--- src/rtl/s2p_frame_controller.sv ---
// s2p_frame_controller: framed serial-to-parallel capture with a word FIFO.
// Build option: define S2P_PARITY_EN to consume an even-parity bit per word.
//
// Ports:
//   clock, reset          rising-edge clock, synchronous active-high reset
//   cfg_width[4:0]        bits per word (0 means 32), latched at start
//   cfg_words[WORDS_W-1:0] words per frame (0 means 2^WORDS_W), latched at start
//   start                 frame start pulse, honoured only when idle
//   serial_in/valid       serial bit and its qualifier (LSB first)
//   out_data[31:0]        FIFO head word, upper unused bits zero
//   out_valid/out_ready   store handshake on the FIFO head
//   out_last              head word is the last word of its frame
//   busy                  frame in progress (receiving or draining)
//   frame_done            one-cycle pulse when the drained frame returns to idle
//   overflow              sticky: a word was dropped because the FIFO was full
//   parity_error          (S2P_PARITY_EN only) sticky parity mismatch flag
module s2p_frame_controller #(
    parameter int FIFO_DEPTH = 4,
    parameter int WORDS_W    = 8
) (
    input  logic               clock,
    input  logic               reset,
    input  logic [4:0]         cfg_width,
    input  logic [WORDS_W-1:0] cfg_words,
    input  logic               start,
    input  logic               serial_in,
    input  logic               serial_valid,
    output logic [31:0]        out_data,
    output logic               out_valid,
    input  logic               out_ready,
    output logic               out_last,
    output logic               busy,
    output logic               frame_done,
`ifdef S2P_PARITY_EN
    output logic               parity_error,
`endif
    output logic               overflow
);

    localparam int PTR_W = (FIFO_DEPTH > 1) ? $clog2(FIFO_DEPTH) : 1;
    localparam int CNT_W = PTR_W + 1;

    localparam logic [1:0] ST_IDLE  = 2'd0;
    localparam logic [1:0] ST_RECV  = 2'd1;
    localparam logic [1:0] ST_DRAIN = 2'd2;

    logic [1:0]         state;
    logic [4:0]         width_m1;
    logic [WORDS_W-1:0] words_m1;
    logic [4:0]         bit_cnt;
    logic [WORDS_W-1:0] word_cnt;
    logic [31:0]        shift_q;
    logic               overflow_q;
    logic               frame_done_q;

    logic [31:0]        mem_data [FIFO_DEPTH];
    logic               mem_last [FIFO_DEPTH];
    logic [PTR_W-1:0]   rd_ptr;
    logic [PTR_W-1:0]   wr_ptr;
    logic [CNT_W-1:0]   count;

    logic               fifo_empty;
    logic               fifo_full;
    logic               pop;
    logic               bit_take;
    logic               data_end;
    logic               push_req;
    logic               push_ok;
    logic               drop;
    logic               is_last;
    logic [31:0]        word_next;
    logic [31:0]        push_word;

`ifdef S2P_PARITY_EN
    logic               par_phase;
    logic               par_err_q;
    logic               par_bad;
`endif

    assign fifo_empty = (count == '0);
    assign fifo_full  = (count == CNT_W'(FIFO_DEPTH));
    assign pop        = !fifo_empty && out_ready;
    assign bit_take   = (state == ST_RECV) && serial_valid;
    assign is_last    = (word_cnt == words_m1);

    // Shift register with the current bit merged in; bits above the
    // configured width are never written, so they stay zero.
    always_comb begin
        word_next = shift_q;
        word_next[bit_cnt] = serial_in;
    end

`ifdef S2P_PARITY_EN
    assign data_end  = bit_take && !par_phase && (bit_cnt == width_m1);
    assign push_req  = bit_take && par_phase;
    assign push_word = shift_q;
    assign par_bad   = (serial_in != (^shift_q));
`else
    assign data_end  = bit_take && (bit_cnt == width_m1);
    assign push_req  = data_end;
    assign push_word = word_next;
`endif

    // A pop in the same cycle frees the slot, so a full FIFO still
    // accepts the push.
    assign push_ok = push_req && (!fifo_full || pop);
    assign drop    = push_req && fifo_full && !pop;

    always_ff @(posedge clock) begin
        if (reset) begin
            state        <= ST_IDLE;
            width_m1     <= '0;
            words_m1     <= '0;
            bit_cnt      <= '0;
            word_cnt     <= '0;
            shift_q      <= '0;
            overflow_q   <= 1'b0;
            frame_done_q <= 1'b0;
`ifdef S2P_PARITY_EN
            par_phase    <= 1'b0;
            par_err_q    <= 1'b0;
`endif
        end else begin
            frame_done_q <= 1'b0;
            unique case (state)
                ST_IDLE: begin
                    if (start) begin
                        // Minus-one forms make 0 wrap to the maximum.
                        width_m1   <= cfg_width - 5'd1;
                        words_m1   <= cfg_words - WORDS_W'(1);
                        bit_cnt    <= '0;
                        word_cnt   <= '0;
                        shift_q    <= '0;
                        overflow_q <= 1'b0;
`ifdef S2P_PARITY_EN
                        par_phase  <= 1'b0;
                        par_err_q  <= 1'b0;
`endif
                        state      <= ST_RECV;
                    end
                end
                ST_RECV: begin
                    if (drop) begin
                        overflow_q <= 1'b1;
                    end
                    if (push_req) begin
                        // Dropped words still count toward the frame.
                        shift_q  <= '0;
                        bit_cnt  <= '0;
                        word_cnt <= word_cnt + WORDS_W'(1);
                        if (is_last) begin
                            state <= ST_DRAIN;
                        end
`ifdef S2P_PARITY_EN
                        par_phase <= 1'b0;
                        if (par_bad) begin
                            par_err_q <= 1'b1;
                        end
                    end else if (data_end) begin
                        shift_q   <= word_next;
                        bit_cnt   <= '0;
                        par_phase <= 1'b1;
`endif
                    end else if (bit_take) begin
                        shift_q <= word_next;
                        bit_cnt <= bit_cnt + 5'd1;
                    end
                end
                ST_DRAIN: begin
                    if (fifo_empty) begin
                        state        <= ST_IDLE;
                        frame_done_q <= 1'b1;
                    end
                end
                default: begin
                    state <= ST_IDLE;
                end
            endcase
        end
    end

    always_ff @(posedge clock) begin
        if (reset) begin
            rd_ptr <= '0;
            wr_ptr <= '0;
            count  <= '0;
        end else begin
            if (push_ok) begin
                wr_ptr <= wr_ptr + PTR_W'(1);
            end
            if (pop) begin
                rd_ptr <= rd_ptr + PTR_W'(1);
            end
            unique case ({push_ok, pop})
                2'b10:   count <= count + CNT_W'(1);
                2'b01:   count <= count - CNT_W'(1);
                default: count <= count;
            endcase
        end
    end

    // Storage needs no reset: the head is masked whenever the FIFO is empty.
    always_ff @(posedge clock) begin
        if (push_ok) begin
            mem_data[wr_ptr] <= push_word;
            mem_last[wr_ptr] <= is_last;
        end
    end

    assign out_valid  = !fifo_empty;
    assign out_data   = fifo_empty ? 32'd0 : mem_data[rd_ptr];
    assign out_last   = fifo_empty ? 1'b0 : mem_last[rd_ptr];
    assign busy       = (state != ST_IDLE);
    assign frame_done = frame_done_q;
    assign overflow   = overflow_q;
`ifdef S2P_PARITY_EN
    assign parity_error = par_err_q;
`endif

endmodule

--- config.mk ---
export PLATFORM = sky130hd
export DESIGN_NAME = s2p_frame_controller
export DESIGN_NICKNAME = d
export VERILOG_FILES = /design/src/rtl/s2p_frame_controller.sv
export SDC_FILE = /design/constraint.sdc
export NUM_CORES = 1
export LEC_CHECK = 0
export CORE_MARGIN = 2
export CORE_UTILIZATION = 48
export DETAILED_ROUTE_END_ITERATION = 10
export PLACE_DENSITY = 0.71
export SYNTH_ARGS = -nofsm -noshare
export SYNTH_HDL_FRONTEND = slang
export SYNTH_SLANG_ARGS = --single-unit
export TNS_END_PERCENT = 20
--- constraint.sdc ---
create_clock -name clock -period 3 [get_ports clock]
set_input_delay 0.6 -clock clock [delete_from_list [all_inputs] [get_ports clock]]
set_output_delay 0.6 -clock clock [all_outputs]
set_load 0.03 [all_outputs]
After elaboration in Yosys (flattened, before gate mapping). Memory sizes are Yosys's and may differ from the RTL's. A register that Yosys moved wholly into a read port is not among the register bits. Cells that the tools add are included.

Add/subtract/negate cells: 8. $mul: 0. Divide/modulo/power cells: 0. Magnitude comparators: 2. Equal/unequal tests: 13. Shifts and indexed selects: 0. Muxes and demuxes: 32. Bitwise operators: 1. Reduce and logical (&&, ||, !) cells: 22.

Operators by type and width (number): $mux 32 (4); $pmux 32 s2 (1); $bwmux 32 (1); $mux 2 (8); $mux 8 (2); $pmux 8 s2 (1); $mux 5 (3); $ne 2x2->1 const B (5); $pmux 5 s2 (1); $reduce_and 3->1 (3); $add 8x1->8 const B (1); $eq 8x8->1 (1); $sub 8x1->8 const B (1); $logic_and 1x1->1 (7); $mux 1 (7); $lt 5x6->1 const B (1); $pmux 2 s3 (1); $pmux 3 s2 (1); $reduce_bool 2->1 (3); $add 5x1->5 const B (1); $demux 1 s5 (1); $eq 5x5->1 (1); $ge 5x1->1 const B (1); $sub 5x1->5 const B (1); other kinds (16) (21).

Register bits after elaboration: 69. Latch bits: 0. Memory bits (writable): 132. Memory bits (read-only): 0. Logic and storage cells: 91. Memories: 2.

Memories: mem_data (depth 4, bits a word 32, rd ports 1, clocked after Yosys merged registers in 1, wr ports 1, RTL line 56) `logic [31:0] mem_data [FIFO_DEPTH];`; mem_last (depth 4, bits a word 1, rd ports 1, clocked after Yosys merged registers in 1, wr ports 1, RTL line 57) `logic mem_last [FIFO_DEPTH];`.

Logic depth before layout (Yosys ltp).
Depth in word-level cells: 8. Gate-level depth with buffers: 9. Depth with buffers taken out: 8.

Worst setup path before layout. OpenSTA, ideal clock, no wires.

Kind: register to register. From: reg state[1]. To: mem mem_data[1][0] (enable). Arrival time: 1.955 ns. Data required time: 2.607 ns. Setup slack: 0.652 ns. Cell stages (with the launch flop): 7. Buffers on the path: 2. Period minus slack after synthesis: 2.348 ns. Cells stage by stage: dfxtp_1 clkbuf_1 nor2b_1 buf_2 o41ai_1 nor3_4 and2_1.

Longest elaborated chain between the ends: 6.

Ends and longest elaborated chain: from (decl) (RTL line 47) `logic [1:0] state;`; from (signal assigned) (RTL line 111) `state <= ST_IDLE;`; from (signal assigned) (RTL line 139) `state <= ST_RECV;`; from (signal assigned) (RTL line 152) `state <= ST_DRAIN;`; $eq 2x1->1 (RTL line 83) `assign bit_take = (state == ST_RECV) && serial_valid;`; $logic_and 1x1->1 (RTL line 83); $logic_and 1x1->1 (RTL line 99) `assign data_end = bit_take && (bit_cnt == width_m1);`; $logic_and 1x1->1 (RTL line 106) `assign push_ok = push_req && (!fifo_full || pop);`; $mux 1 (RTL line 204) `if (push_ok) begin`; $mux 1 (implied by the code) (RTL line 205) `mem_data[wr_ptr] <= push_word;`; to (decl) (RTL line 56).

No other way between the ends.

==> impl_results.md <==
* Status: complete, no violations
* Crit start category: register
* Post-layout instance area at 0.0102 mm²
* RSZ-0062 raised after global routing: no
* Reg-to-reg critical path startpoint: state[0]$_SDFFE_PP0P_
* Num Clock Sinks at 203
* Gr busiest metal: met2
* R2R cell count at 6
* Crit path DAT at 2.19 ns
* Clk_skew at 0.0140 ns
* Die Wd at 139 µm
* Worst slew pin tran at 0.488 ns
* Mapped Cells at 668
* Count of different cell masters after synthesis at 42
* Hold Startpoint: shift_q[4]$_SDFFE_PP0P_
* Final Power at 7.66 mW
* Wire per inst at 17.5 µm
* TNS Setup at 0 ns
* Slew Limit Fails at 0
* Drt initial violations at 379
* DP HPWL at 10300 µm
* Worst vdd ir at 0.459 mV
* FF-to-FF End: mem_data[3][26]$_DFFE_PP_
* Tmin final at 2.79 ns
* Critical path's slowest cell: mux4_2
* Cts hold-fix bufs at 0
* Hold WC Path Type: register to register
* # nets final at 749
* Placed Area at 0.00955 mm²
* Crit path max fanout at 33
* P&R area growth vs syn at 17.3%
* Most common cell after layout, fill and taps aside: edfxtp_1
* Data required, critical path at 2.40 ns
* CP endpoint kind: output pin
* TritonCTS clock tree: yes
* Max-cap violations at 0
* Hold Crit Depth at 2
* Met1 Use GR at 22.2%
* CP Buf/Inv Count at 2
* R2R Setup Slk at 0.63 ns
* WS Path Type: register to output pin
* Post-Syn Nets at 699
* CP top delay family: buffers and inverters
* Num CTS Buffers at 20
* Site Rows at 49
* Max Fclk at 358 MHz
* Post-synth EDFFs at 132
* Seq/Total Area, Yosys at 61.8%
* Final ANT Viol Nets at 0
* CTS Buffer Depth at 3
* Flops & latches, synth at 203
* Total die area at 0.0192 mm²
* Non-filler cells, final at 961
* Root Driver: clkbuf_16
* DRT Wirelength at 16800 µm
* Proportion of layout cells with a drive suffix above 1 at 18.0%
* Most frequent cells in the layout: edfxtp_1, dfxtp_1, nand2_1
* Core Area at 0.0179 mm²
* Diode count at 0
* Largest net degree at the start of global routing at 39
* DRT Pass-1 Iters at 4
* Rel. slew slack at 67.4%
* # setup viols final at 0
* Crit share post-route at 93.1%
* PwrDens at 750 mW/mm²
* Vias per std cell at 5.57
* Endpoints failing hold at 0
* Worst path max stage delay at 0.56 ns
* Mapped Area at 0.00871 mm²
* Global Route Usage Sum at 17.5%
* Ys flop type: edfxtp_1
* Initial antenna violation count at 0
* Filler cells at 1417
* H-tree levels at 1
* Via count at 5356
* WHS Endpoint: shift_q[4]$_SDFFE_PP0P_
* Placed insts at 925
* Clk_lat worst skew at 0.49 ns
* Final Wtd Congestion at 0.789
* Worst-path cell chain: buf_12 -> mux4_2 -> and2_1 -> dlygate4sd2_1
* Synth Area per Inst at 13.0 µm²
* Met3 Use GR at 2.24%
* Vias in the first global route at 5333
* Die height at 139 µm
* Met2 usage at 31.6%
* DR DRC count at 0
* Initial core utilization at 48.6%
* Asr flop ratio synth at 0%
* I/O pin cnt at 56
* Leak at 3.56 nW
* First-pass GRT wire length at 27600 µm
* Clock-pin slew on the worst setup and hold paths at 0.06 ns
* Port Buf Inserts at 55
* Syn. warnings at 0
* Grt ovf at 0
[worst min-delay path: stages (launching register included)]
cell and delay [ns]:
dfxtp_1 0.30, o21ai_0 0.06, a21oi_1 0.06
[timing repair]
item                                    CTS  global route
hold endpoints to repair                  0             0
gates resized for setup                  23             0
buffers inserted                          0             0
endpoints found under the setup margin   23             0
[power by group]
part | switching, mW | internal, mW | leakage, nW
clock network | 1.00 | 1.57 | 0.342
logic | 1.17 | 0.808 | 1.42
registers | 0.0567 | 3.05 | 1.80
[final cells by class]
cell class | count | area, µm² | share of cell area (%)
repair buffers | 74 | 714 | 7.00
multi-input cells | 402 | 3070 | 30.1
clock inverters | 8 | 86.3 | 0.845
clock buffers | 28 | 602 | 5.89
flip-flops and latches | 203 | 5390 | 52.7
inverters | 17 | 63.8 | 0.625
well taps | 229 | 287 | 2.81
[kinds of logic (layout without fill, tap and decap cells)]
logic type               count (synthesis)  after routing  synth area share [%]
AO/OA/AOI/OAI                           98             98                  6.36
AND/OR/NAND/NOR                        193            193                  10.9
buffers and inverters                   63            127                  2.92
multiplexers                            70             70                  13.3
flip-flops                             203            203                  61.8
XOR/XNOR                                29             29                  2.92
adder cells (fa/ha/maj)                 12             12                  1.81
[cell usage after synthesis (5+ instances only)]
| master | number | area, µm² |
|---|---|---|
| a211oi_1 | 17 | 128 |
| a21oi_1 | 38 | 190 |
| and2_1 | 40 | 250 |
| buf_2 | 14 | 70.1 |
| clkbuf_1 | 28 | 105 |
| dfxtp_1 | 71 | 1420 |
| edfxtp_1 | 132 | 3960 |
| ha_1 | 11 | 138 |
| inv_1 | 17 | 63.8 |
| mux2_2 | 31 | 349 |
| mux2i_1 | 5 | 50.1 |
| mux4_2 | 33 | 743 |
| nand2_1 | 67 | 251 |
| nand3_1 | 8 | 40.0 |
| nand4_1 | 6 | 37.5 |
| nor2_1 | 43 | 161 |
| o21ai_0 | 34 | 170 |
| or3_1 | 7 | 43.8 |
| xnor2_1 | 23 | 201 |
| xor2_1 | 6 | 52.6 |
[flip-flops by register name, summed over array words and instances, names as in the netlist, named ones only]
register and cells:
mem_data 128, overflow 1, frame_done 1, state 2, shift_q 32, rd_ptr 2
bit_cnt 5, count 3, wr_ptr 2, width_m1 5, mem_last 4, words_m1 8
word_cnt 8
[worst max path at each step]
stage                                           to  cells after the start
after floorplan           mem_data[1][0]$_DFFE_PP_                      6
after global placement       count[2]$_SDFFE_PP0P_                      7
after detailed placement     count[2]$_SDFFE_PP0P_                      7
after CTS                             out_data[12]                      4
after global routing                  out_data[12]                      4
final                                 out_data[11]                      4
[per-layer routing]
layer  share of wire [%]  vias up
met5                   0        -
met1                  42     2678
met3                 4.4       29
met2                  51      122
met4                 2.1        0
li1                    -     2527
[metrics by stage]
stage | setup slack (ns) | hold slack [ns] | utilization, %
CTS | 0.168 | 0.473 | 57.1
finish | 0.207 | 0.475 | 57.1
floorplan | 0.652 | 0.450 | -
detailed placement | 0.307 | 0.465 | 53.4
global route | 0.117 | 0.494 | 57.1
global placement | 0.359 | 0.457 | 53.4
(Power assumes the default switching activity.)
